$ cat config.mk
export PLATFORM = sky130hd
export DESIGN_NAME = fifo_write_scheduler_flat
export DESIGN_NICKNAME = d
export VERILOG_FILES = /design/src/rtl/fifo_write_scheduler_if.sv /design/src/rtl/fifo_write_scheduler.sv /design/src/flat_wrapper.sv
export SDC_FILE = /design/constraint.sdc
export NUM_CORES = 1
export LEC_CHECK = 0
export BUFFER_PORTS_ARGS = -buffer_cell sky130_fd_sc_hd__buf_2
export CORE_AREA = 2 2 464 466
export CTS_BUF_LIST = sky130_fd_sc_hd__clkbuf_2 sky130_fd_sc_hd__clkbuf_4 sky130_fd_sc_hd__clkbuf_8
export DETAILED_ROUTE_END_ITERATION = 16
export DIE_AREA = 0 0 466 468
export MAX_ROUTING_LAYER = met4
export PLACE_DENSITY = 0.34
export SLEW_MARGIN = 20
export SYNTH_ARGS = -nofsm -noshare
export SYNTH_HDL_FRONTEND = slang
export SYNTH_SLANG_ARGS = --single-unit
$ cat constraint.sdc
create_clock -name clk -period 55.4 [get_ports clk]
set_clock_uncertainty 0.05 [all_clocks]
set_input_delay 8.31 -clock clk [delete_from_list [all_inputs] [get_ports clk]]
set_output_delay 8.31 -clock clk [all_outputs]
set_load 0.02 [all_outputs]
$ cat src/rtl/fifo_write_scheduler_if.sv
// fifo_write_scheduler_if: producer handshake and FIFO write-side signals of the write scheduler
interface fifo_write_scheduler_if #(
  parameter int NUM_REQ = 2,
  parameter int HALF_W  = 240
);
  logic [NUM_REQ*2*HALF_W-1:0] req_data;
  logic [NUM_REQ-1:0]          req_valid;
  logic [NUM_REQ-1:0]          req_ready;
  logic                        fifo_full;
  logic [HALF_W-1:0]           fifo_wrdata;
  logic                        fifo_push;
  logic                        busy;
  modport master (output req_data, req_valid, fifo_full, input req_ready, fifo_wrdata, fifo_push, busy);
  modport slave  (input req_data, req_valid, fifo_full, output req_ready, fifo_wrdata, fifo_push, busy);
endinterface

$ cat src/rtl/fifo_write_scheduler.sv
// fifo_write_scheduler: round-robin sharing of one half-width FIFO write port between double-beat producers
module fifo_write_scheduler #(
  parameter int NUM_REQ = 2,
  parameter int HALF_W  = 240
) (
  input logic                   clk,
  input logic                   rst,
  fifo_write_scheduler_if.slave bus
);
  localparam int PW = $clog2(NUM_REQ);
  localparam int WW = 2 * HALF_W;
  typedef enum logic [1:0] {IDLE, HI, LO} state_t;
  state_t                     state, state_nx;
  logic [NUM_REQ-1:0][WW-1:0] buf_q;
  logic [NUM_REQ-1:0]         full, mask;
  logic [PW-1:0]              rr_ptr, rr_nx, grant, grant_nx, base, pick, succ;
  logic                       found, lo_done;
  // on a LO completion the search starts past the served producer, which is masked out
  always_comb begin
    succ = PW'((int'(grant) + 1) % NUM_REQ);
    lo_done = (state == LO) && !bus.fifo_full;
    base = (state == LO) ? succ : rr_ptr;
    mask = full;
    if (state == LO) mask[grant] = 1'b0;
    pick = base;
    found = 1'b0;
    for (int k = NUM_REQ - 1; k >= 0; k--)
      if (mask[(int'(base) + k) % NUM_REQ]) begin
        pick = PW'((int'(base) + k) % NUM_REQ);
        found = 1'b1;
      end
    state_nx = state;
    grant_nx = grant;
    rr_nx = rr_ptr;
    if (state == IDLE && found) begin
      state_nx = HI;
      grant_nx = pick;
    end
    if (state == HI && !bus.fifo_full) state_nx = LO;
    if (lo_done) begin
      rr_nx = succ;
      state_nx = found ? HI : IDLE;
      grant_nx = found ? pick : grant;
    end
  end
  always_ff @(posedge clk or negedge rst)
    if (!rst) begin
      state <= IDLE;
      full <= '0;
      rr_ptr <= '0;
      grant <= '0;
    end else begin
      state <= state_nx;
      rr_ptr <= rr_nx;
      grant <= grant_nx;
      for (int i = 0; i < NUM_REQ; i++)
        if (bus.req_valid[i] && !full[i]) full[i] <= 1'b1;
        else if (lo_done && int'(grant) == i) full[i] <= 1'b0;
    end
  // buffer contents are only meaningful while full is set, so no reset is needed
  always_ff @(posedge clk)
    for (int i = 0; i < NUM_REQ; i++)
      if (bus.req_valid[i] && !full[i]) buf_q[i] <= bus.req_data[i*WW +: WW];
  assign bus.req_ready = ~full;
  assign bus.fifo_push = (state != IDLE) && !bus.fifo_full;
  assign bus.busy = (state != IDLE) || (|full);
  assign bus.fifo_wrdata = (state == HI) ? buf_q[grant][WW-1:HALF_W] :
                           (state == LO) ? buf_q[grant][HALF_W-1:0] : '0;
endmodule

$ cat src/flat_wrapper.sv
// flat-port wrapper written by rule: the top's interface ports become plain ports
module fifo_write_scheduler_flat 
#(
  parameter int NUM_REQ = 2,
  parameter int HALF_W  = 240
)
  (clk, rst, bus_req_data, bus_req_valid, bus_fifo_full, bus_req_ready, bus_fifo_wrdata, bus_fifo_push, bus_busy);
  fifo_write_scheduler_if #(.NUM_REQ(NUM_REQ), .HALF_W(HALF_W)) bus_i ();
  input logic clk;
  input logic rst;
  input wire logic [$bits(bus_i.req_data)-1:0] bus_req_data;
  input wire logic [$bits(bus_i.req_valid)-1:0] bus_req_valid;
  input wire logic [$bits(bus_i.fifo_full)-1:0] bus_fifo_full;
  output wire logic [$bits(bus_i.req_ready)-1:0] bus_req_ready;
  output wire logic [$bits(bus_i.fifo_wrdata)-1:0] bus_fifo_wrdata;
  output wire logic [$bits(bus_i.fifo_push)-1:0] bus_fifo_push;
  output wire logic [$bits(bus_i.busy)-1:0] bus_busy;
  assign bus_i.req_data = bus_req_data;
  assign bus_i.req_valid = bus_req_valid;
  assign bus_i.fifo_full = bus_fifo_full;
  assign bus_req_ready = bus_i.req_ready;
  assign bus_fifo_wrdata = bus_i.fifo_wrdata;
  assign bus_fifo_push = bus_i.fifo_push;
  assign bus_busy = bus_i.busy;
  fifo_write_scheduler #(.NUM_REQ(NUM_REQ), .HALF_W(HALF_W)) u_core (.clk(clk), .rst(rst), .bus(bus_i));
endmodule
# After elaboration in Yosys (flattened, before gate mapping)

Cells that the tools add are included.

$add $sub $neg: 2
$mul: 0
Div/mod/pow operators: 0
Magnitude comparators: 4
Eq/ne operators: 3
Shift operators: 0
Mux-type cells: 28
Bitwise logic cells: 5
Reduce and logical (&&, ||, !) cells: 21

Operators by type and width:

| operator                                                                     | count |
|---|---|
| 480-bit two-way mux                                                          | 2 |
| 240-bit two-way mux                                                          | 2 |
| 1-bit two-way mux                                                            | 19 |
| 1-bit logical AND                                                            | 9 |
| 2-bit two-way mux                                                            | 4 |
| 2-bit nonzero test                                                           | 4 |
| 1-bit by 2-bit less-than comparator with 1-bit output, second input constant | 2 |
| 2-bit NOT                                                                    | 2 |
| 1-bit logical NOT                                                            | 3 |
| 2-bit by 3-bit less-than comparator with 1-bit output, second input constant | 1 |
| 3-bit nonzero test                                                           | 1 |
| 1-bit adder, second input constant                                           | 2 |
| 2-bit bitwise AND                                                            | 1 |
| 2-bit by 1-bit == test with 1-bit output, second input constant              | 1 |
| 2-bit == test, second input constant                                         | 1 |
| 2-bit logical NOT                                                            | 1 |
| 2-bit by 1-bit != test with 1-bit output, second input constant              | 1 |
| 2-bit AND reduction                                                          | 1 |
| 2-bit OR reduction                                                           | 1 |
| 1-bit bitwise AND, first input constant                                      | 1 |
| 1-bit demux with 1-bit select                                                | 1 |
| 1-bit >= comparator, second input constant                                   | 1 |
| 1-bit logical OR                                                             | 1 |
| 1-bit NOT                                                                    | 1 |

Bits in registers: 966
Latch bits: 0
RAM bits: 0
Bits in read-only memories: 0
Bits of input ports: 965
Output and inout bits: 244
Logic and storage cells: 70
Memories kept: 0

# Logic depth before layout (Yosys ltp)

Gate-level depths: netlist of run 1.

Depth after elaboration: 16
Gate-level depth with buffers: 5
Gate-level depth less buffers: 4

# Least setup slack after synthesis of run 1

OpenSTA, ideal clock, no wires.

Kind: input-to-reg
Start: input bus_req_valid[1]
End: register u_core.full[1]
Data arrival time: 30.476 ns
Data required time: 55.159 ns
Setup slack: 24.683 ns
Stages on the path: 2
Path through: nor2b_1 -> o21bai_1

Word-level cells in the longest chain between the ends: 2

RTL lines:

| what                                                    | line                       | source |
|---|---|---|
| start: declaration                                      | flat_wrapper.sv:12         | `input wire logic [$bits(bus_i.req_valid)-1:0] bus_req_valid;` |
| 1-bit logical AND (*)                                   | fifo_write_scheduler.sv:57 | `if (bus.req_valid[i] && !full[i]) full[i] <= 1'b1;` |
| 1-bit two-way mux or 2-bit nonzero test (tied branches) | -                          |  |
| end: declaration                                        | fifo_write_scheduler.sv:15 | `logic [NUM_REQ-1:0] full, mask;` |

Every way passes the cells marked *; elsewhere a longest branch is shown, timed or not.
A chain may end at the register's enable or synchronous reset.

# Worst setup path after layout of run 1

Start: input bus_fifo_full
End: output bus_fifo_push

Word-level cells in the longest chain between the ends: 2

RTL lines:

| what               | line                       | source |
|---|---|---|
| start: declaration | flat_wrapper.sv:13         | `input wire logic [$bits(bus_i.fifo_full)-1:0] bus_fifo_full;` |
| 1-bit logical NOT  | fifo_write_scheduler.sv:65 | `assign bus.fifo_push = (state != IDLE) && !bus.fifo_full;` |
| 1-bit logical AND  | fifo_write_scheduler.sv:65 |  |
| end: declaration   | flat_wrapper.sv:16         | `output wire logic [$bits(bus_i.fifo_push)-1:0] bus_fifo_push;` |

Every way passes these cells.

==> results.cfg, run 1 <==
[routing]
drt_wl_total_um = 155500
vias_per_cell = 3.677
drc = 0
post_drt_wl_per_cell_um = 24.87
final_antenna_net_count = 0
dr.pass1.iters = 5
vias = 22990
drtIter0Drc = 1246

[clock_network]
cts.clk_slew.worst_paths_ns = 0.06
cts_made_buffers = 187
htree_levels = 4
cts_resized = 0
cts_tree = yes
ctsLongestPathBuffers = 3
clock_sinks = 966
clk_latency_ns = 0.88
cts_root_buf = clkbuf_8
post_cts_buffers = 0
ctsHoldBuffers = 0

[sta]
whs_ns = 0.4856
final-max-slew-violation-count = 0
tightest_slew_ns = 1.032
hold_viol_final = 0
slew_headroom_pct = 31.22
max_freq_mhz = 58.36
fin_setup_tns_ns = 0
fin_crit_sh_pct = 30.93
finalSetupViolCount = 0
min_period_ns = 17.14
rsz0062_at_grt = false

[grt]
grt_max_degree = 142
grt_pass1_vias = 23910
antenna_found_initial = 183
grt_first_pass_wirelength_um = 203300
grt_use_total_pct = 14.00
grt_overflow = 0

[worst_setup_path]
path_max_fanout = 9
crit_type = in2out
crit_start = bus_fifo_full
rr_endpoint = u_core.buf_q[619]
reg2reg_depth = 5
critPathLaunchType = input port
r2r_slack_ns = 51.24
required_ns = 47.04
critPathArrivalTime_ns = 8.78
endpoint_kind = primary output
endpoint = bus_fifo_push
rr_startpoint = u_core.full[1]

[placement]
gp_congestion = 0.7930
dpl.hpwl_um = 113700
io_buffers = 1208

[die]
num_rows = 170
dieWidth_um = 466
die_h_um = 468
core-area_mm2 = 0.2133
io_pins = 1209
start_util_pct = 17.07
die_area_mm2 = 0.2181

[pwr]
peakVddDrop_mv = 0.02738
power-per-cell-area_mw_per_mm2 = 47.93
p_leak_nw = 17.43

[synth]
synth.cell_area_mm2 = 0.03643
synth_top_area_share_pct = 79.14
synthDistinctLibCells = 26
synthTopCellsByArea = edfxtp_1, mux2i_1, o22ai_1, buf_6, buf_4
yosys_warnings = 0
ys_ff_latch = 966
syn_inst = 1825
avgSynthCellArea_um2 = 19.96
syn_nets = 2790
synth_top_area_cell = edfxtp_1
ys_seq_area_share_pct = 79.55

[job]
maxCapViolCount = 0

[run_status]
status = completed

[layout]
final_common_cell = buf_2
final-seq-area_mm2 = 0.02898
finalNetCount = 4111
layout_common_cells = buf_2, edfxtp_1, mux2i_1
synthToLayoutAreaGrowth_pct = 35.95
nFillCells = 22570
drive_gt1_share_pct = 47.18
multiInputGateArea_mm2 = 0.006588

[worst_hold_path]
hold_class = reg2reg
[cells in the mapped netlist]
cell	instances
nor2_1	6
nor3b_1	1
o22ai_2	10
a221oi_2	1
o21bai_1	2
nor3_1	1
inv_1	3
edfxtp_1	960
buf_2	31
o22ai_1	230
clkbuf_1	5
buf_4	25
dfrtp_1	6
nand2_1	1
mux2i_1	480
maj3_1	1
nor2b_1	2
nand2_2	1
buf_6	47
o21ai_0	4
a21oi_1	2
o22a_1	1
nand2b_1	2
mux2_2	1
a2bb2oi_1	1
a21bo_2	1
[worst max-delay path, cell delays in order]
cell and delay, ns:
buf_2 0.16, nor2_1 0.12, buf_2 0.18
[worst min-delay path by stage]
stage                       start             to  slack (ns)  cells after the start
floorplan           u_core.rr_ptr  u_core.rr_ptr        0.43                      2
global placement    u_core.rr_ptr  u_core.rr_ptr        0.49                      2
detailed placement  u_core.rr_ptr  u_core.rr_ptr        0.47                      2
CTS                 u_core.rr_ptr  u_core.rr_ptr        0.49                      2
global route        u_core.rr_ptr  u_core.rr_ptr        0.58                      2
finish              u_core.rr_ptr  u_core.rr_ptr        0.49                      2
[layer usage]
layer	vias up	track usage, %	routed length [um]
met2	1236	22.17	73200
met4	0	4.900	5181
li1	10330	-	-
met3	330	6.128	15930
met5	-	-	0
met1	11090	15.64	61160
[registers in the layout, summed over array words and instances, names as in the netlist]
signal         cells
u_core.full        2
u_core.buf_q     960
u_core.rr_ptr      1
u_core.grant       1
u_core.state       2
[power by group]
group	total (mW)	internal, mW	switching (mW)
combinational	0.673	0.216	0.456
clock	0.732	0.395	0.338
sequential	0.969	0.929	0.0394
total	2.37	1.54	0.834
[cell type report]
type                            count  share of cell area [%]
Inverter                            3                 0.02274
Tap cell                         2838                   7.170
Clock buffer                      259                   6.288
Clock inverter                     78                   1.246
Sequential cell                   966                   58.52
Multi-Input combinational cell    748                   13.30
Antenna cell                      120                  0.6064
Timing Repair Buffer             1240                   12.84
[logic make-up (layout without fill, tap and decap cells)]
logic type	Yosys count	count (layout)	share of synthesized area [%]
buf+inv	111	1580	2.476
other cells	0	120	0
simple gates	14	14	0.1923
compound gates	252	252	4.534
flops	966	966	79.55
fa+ha+maj	1	1	0.02748
mux	481	481	13.22
[through the flow]
| step | utilization [%] | instance area, um2 | setup WS [ns] | std cells | power [mW] |
|---|---|---|---|---|---|
| final | 23.21 | 49520 | 38.26 | 6252 | 2.374 |
| after global placement | 21.32 | 45490 | 38.26 | 5795 | 1.681 |
| after floorplan | - | 36430 | 24.68 | 1825 | 1.519 |
| after global routing | 23.20 | 49500 | 38.23 | 6243 | 2.491 |
| after CTS | 23.07 | 49220 | 38.26 | 6132 | 2.433 |
| after detailed placement | 21.32 | 45490 | 38.26 | 5795 | 1.678 |
Note: power is estimated with default switching activity, not from simulation.
==> inputs of run 2 (changes only) <==
CORE_AREA = 2 2 477 479   (was 2 2 464 466)
DIE_AREA = 0 0 479 481   (was 0 0 466 468)
PLACE_DENSITY = 0.33   (was 0.34)
clock period = 13.8 ns   (was 55.4 ns; I/O delays follow)
==> results.cfg, run 2 (synthesis gave the netlist of run 1 again) <==
[layout]
nFillCells = 24070
layout_common_cells = buf_2, edfxtp_1, mux2i_1
fin_cells = 6413
final_area_mm2 = 0.04985
finalNetCount = 4110
top_register = u_core.buf_q
largest_register_ffs = 960
reg_top3 = u_core.buf_q x960, u_core.full x2, u_core.state x2
drive_gt1_share_pct = 46.97
final_common_cell = buf_2
synthToLayoutAreaGrowth_pct = 36.83

[pwr]
p_leak_nw = 17.46
power-per-cell-area_mw_per_mm2 = 192.6
peakVddDrop_mv = 0.1072

[placement]
post-place-cells = 5961
io_buffers = 1208
gp_congestion = 0.8364
dpl.hpwl_um = 115900
dpl-instance-area_mm2 = 0.04570
place_ws_ns = 8.311

[grt]
antenna_found_initial = 166
grt_pass1_vias = 24400
grt_first_pass_wirelength_um = 208200
grt_overflow = 0
grt_max_degree = 143
grt_use_total_pct = 13.49

[sta]
max_freq_mhz = 156.1
fin_setup_tns_ns = 0
whs_ns = 0.5013
setup_ws_ns = 7.394
min_period_ns = 6.406
hold_viol_final = 0
final-max-slew-violation-count = 0
slew_headroom_pct = 22.79
tightest_slew_ns = 1.158
rsz0062_at_grt = false
fin_crit_sh_pct = 46.42
finalSetupViolCount = 0

[routing]
dr.pass1.iters = 5
drtIter0Drc = 1163
vias = 22860
vias_per_cell = 3.565
final_antenna_net_count = 0
drc = 0
post_drt_wl_per_cell_um = 24.57
drt_wl_total_um = 157500

[die]
start_util_pct = 16.14
core-area_mm2 = 0.2257
dieWidth_um = 479
io_pins = 1209
die_area_mm2 = 0.2304
die_h_um = 481
num_rows = 175

[clock_network]
cts_root_buf = clkbuf_8
ctsLongestPathBuffers = 3
cts_tree = yes
post_cts_buffers = 0
htree_levels = 4
cts_made_buffers = 191
clock_sinks = 966
clk_latency_ns = 0.88
cts.clk_slew.worst_paths_ns = 0.06
cts_resized = 0
ctsHoldBuffers = 0

[worst_hold_path]
hold_class = reg2reg
worstHoldEndpoint = u_core.rr_ptr
hold_depth = 2
hold_start = u_core.rr_ptr

[worst_setup_path]
rr_endpoint = u_core.buf_q[113]
path_max_fanout = 99
r2r_slack_ns = 10.34
rr_startpoint = u_core.full[0]
critPathArrivalTime_ns = 4.29
critPathLaunchType = flip-flop
endpoint_kind = primary output
required_ns = 11.68
crit_type = reg2out
reg2reg_depth = 4

[job]
maxCapViolCount = 0

[run_status]
status = completed
==> run 2: area by class of cell <==
cell class / instances / area [um2] / share of cell area [%]
diodes: 108 / 270.3 / 0.5422
repair buffers: 1235 / 6361 / 12.76
clock inverters: 93 / 793.3 / 1.591
inverters: 3 / 11.26 / 0.02259
multi-input cells: 748 / 6584 / 13.21
flip-flops and latches: 966 / 28980 / 58.14
well taps: 3009 / 3765 / 7.553
clock buffers: 251 / 3079 / 6.178
==> run 2: routing by layer <==
layer  wire length [um]  GRT usage, %  vias to the layer above
met5                  0             -                        -
met4               3641         3.475                        0
met3              16530         6.674                      307
met2              75760         22.04                     1157
met1              61600         14.51                    11070
li1                   -             -                    10330
==> run 2: stage by stage <==
step	utilization, %	total power [mW]
global route	22.07	10.08
CTS	21.96	9.843
floorplan	-	5.765
global placement	20.24	6.741
finish	22.08	9.598
detailed placement	20.24	6.736
==> run 2: where the power goes <==
group	internal [mW]	switching, mW	total (mW)
sequential	3.73	0.172	3.90
clock	1.64	1.38	3.01
combinational	0.871	1.81	2.68
==> run 2: worst max path at each step <==
stage | to | startpoint | cells past startpoint
final | bus_fifo_wrdata[110] | u_core.grant | 5
after global routing | bus_fifo_wrdata[110] | u_core.grant | 5
after CTS | bus_fifo_wrdata[175] | u_core.grant | 5
after detailed placement | bus_fifo_wrdata[175] | u_core.grant | 5
after global placement | bus_fifo_wrdata[110] | u_core.grant | 5
after floorplan | u_core.full[0] | bus_req_valid[0] | 2
==> run 2: critical path, cell delays in order (launching register included) <==
cell and delay (ns):
dfrtp_4 0.93, buf_12 0.59, buf_4 0.84, mux2i_1 0.17, o22ai_1 0.22, buf_2 0.24
==> inputs of run 3 (changes only) <==
ABC_AREA = 1   (was not set)
CORE_AREA = 2 2 474 476   (was 2 2 477 479)
DIE_AREA = 0 0 476 478   (was 0 0 479 481)
clock period = 5.81 ns   (was 13.8 ns; I/O delays follow)
==> results.cfg, run 3 <==
[worst_setup_path]
required_ns = 4.89
rr_startpoint = u_core.grant
critPathLaunchType = flip-flop
worstPathCellList = clkinv_8, nand3_2, inv_8, buf_12, a22oi_1, nand2_1, buf_2
crit_start = u_core.grant
r2r_slack_ns = 3.06
crit_type = reg2out
cp_slowest_cell = dfrtp_4
max_stage_delay_ns = 0.76
critPathArrivalTime_ns = 4.06
path_max_fanout = 79
endpoint_kind = primary output

[layout]
reg_top3 = u_core.buf_q x960, u_core.full x2, u_core.state x2
final_common_cell = buf_2
layout_common_cells = buf_2, edfxtp_1, dlygate4sd3_1
fin_cells = 7546
largest_register_ffs = 960
synthToLayoutAreaGrowth_pct = 63.79
drive_gt1_share_pct = 39.12
finalNetCount = 5297
top_register = u_core.buf_q

[pwr]
power.total_mw = 24.11
power-per-cell-area_mw_per_mm2 = 410.3
p_leak_nw = 22.50
peakVddDrop_mv = 0.2327

[synth]
yosys_most_used_dff = edfxtp_1
synthDistinctLibCells = 25
yosys_warnings = 0
synth_top_area_share_pct = 80.34
ys_seq_area_share_pct = 80.76
syn_nets = 3063
syn_inst = 2098
synth.most_common_cell = edfxtp_1
synth_top_area_cell = edfxtp_1
synth.cell_area_mm2 = 0.03588
synth_common_cells = edfxtp_1, nand2_1, o211ai_1
ys_ff_latch = 966
avgSynthCellArea_um2 = 17.10
synthArstFlopShare_pct = 0.6211
synthTopCellsByArea = edfxtp_1, o211ai_1, a22oi_1, or2_2, nand2_1
synth_edf_count = 960

[sta]
min_period_ns = 4.980
rsz0062_at_grt = false
fin_crit_sh_pct = 85.72
finalSetupViolCount = 0
tightest_slew_ns = 1.015
slew_headroom_pct = 32.35
hold_viol_final = 0
max_freq_mhz = 200.8
fin_setup_tns_ns = 0
final-max-slew-violation-count = 0

[grt]
grt_overflow = 0
grt_max_degree = 126
grt_pass1_vias = 30050
grt_use_total_pct = 15.03
grt_first_pass_wirelength_um = 234100
antenna_found_initial = 82

[routing]
post_drt_wl_per_cell_um = 23.00
vias_per_cell = 3.699
drc = 0
drt_wl_total_um = 173600
drtIter0Drc = 1703
vias = 27920
dr.pass1.iters = 6
final_antenna_net_count = 0

[die]
io_pins = 1209
die_area_mm2 = 0.2275
dieWidth_um = 476
die_h_um = 478
num_rows = 174
core-area_mm2 = 0.2232
start_util_pct = 16.08

[clock_network]
cts_made_buffers = 187
post_cts_buffers = 0
cts_root_buf = clkbuf_8
cts.clk_slew.worst_paths_ns = 0.06
cts_tree = yes
clock_sinks = 966
htree_levels = 4
clk_latency_ns = 0.85
ctsHoldBuffers = 924
cts_resized = 0
ctsLongestPathBuffers = 3

[run_status]
status = completed

[placement]
gp_congestion = 0.8832
dpl.hpwl_um = 123800
post-place-cells = 6211
io_buffers = 1208

[job]
maxCapViolCount = 0

[worst_hold_path]
hold_start = bus_req_data[867]
hold_class = in2reg
[run 3: kinds of logic after synthesis]
logic type | after synthesis | share of synthesized area (%)
DFF | 966 | 80.76
buffers and inverters | 142 | 2.043
AOI/OAI and AO/OA | 488 | 10.16
and+or+nand+nor | 502 | 7.037
[run 3: metrics by stage]
| stage | hold WS, ns | util [%] | worst slack, ns | instance area (um2) |
|---|---|---|---|---|
| global route | 0.01802 | 26.33 | 0.5012 | 58760 |
| global placement | 0.4522 | 20.44 | 1.624 | 45620 |
| detailed placement | 0.4566 | 20.44 | 1.572 | 45620 |
| floorplan | 0.4212 | - | -2.777 | 35920 |
| CTS | 0.001777 | 26.25 | 0.5313 | 58580 |
| finish | 0.1440 | 26.34 | 0.8297 | 58770 |
[run 3: final timing paths]
check,endpoint,depth (start not counted)
worst min-delay path,u_core.buf_q[867],1
worst max-delay path,bus_fifo_wrdata[132],7
worst min register to register,u_core.full[1],2
max in group asynchronous,u_core.grant,2
min in group asynchronous,u_core.full[1],2
worst max register to register,u_core.grant,7
[run 3: report_power, final]
part / switching [mW] / total (mW) / leakage (nW) / internal (mW)
combinational: 5.41 / 7.95 / 11.7 / 2.53
sequential: 0.368 / 9.18 / 8.82 / 8.81
clock: 3.25 / 6.99 / 1.96 / 3.74
total: 9.03 / 24.1 / 22.5 / 15.1
[run 3: critical path, delay by kind of cell, from the launching register on]
family | cells | cell delay (ns)
AOI/OAI and AO/OA | 1 | 0.44
DFF | 1 | 0.76
buffers and inverters | 4 | 1.23
and+or+nand+nor | 2 | 0.46
[run 3: area by class of cell]
class | instances | area, um2
Clock inverter | 83 | 633.1
Sequential cell | 966 | 28980
Tap cell | 2992 | 3744
Antenna cell | 75 | 187.7
Timing Repair Buffer | 2178 | 15880
Clock buffer | 253 | 3082
Fill cell | 23470 | 164400
Inverter | 9 | 61.31
Multi-Input combinational cell | 990 | 6203
[run 3: layer usage]
layer | GRT usage, % | vias to the layer above | share of wire (%)
met5 | - | - | 0
met4 | 4.711 | 0 | 2.6
met3 | 4.703 | 243 | 8.1
met2 | 24.13 | 1210 | 47
met1 | 17.87 | 13620 | 42
li1 | - | 12850 | -
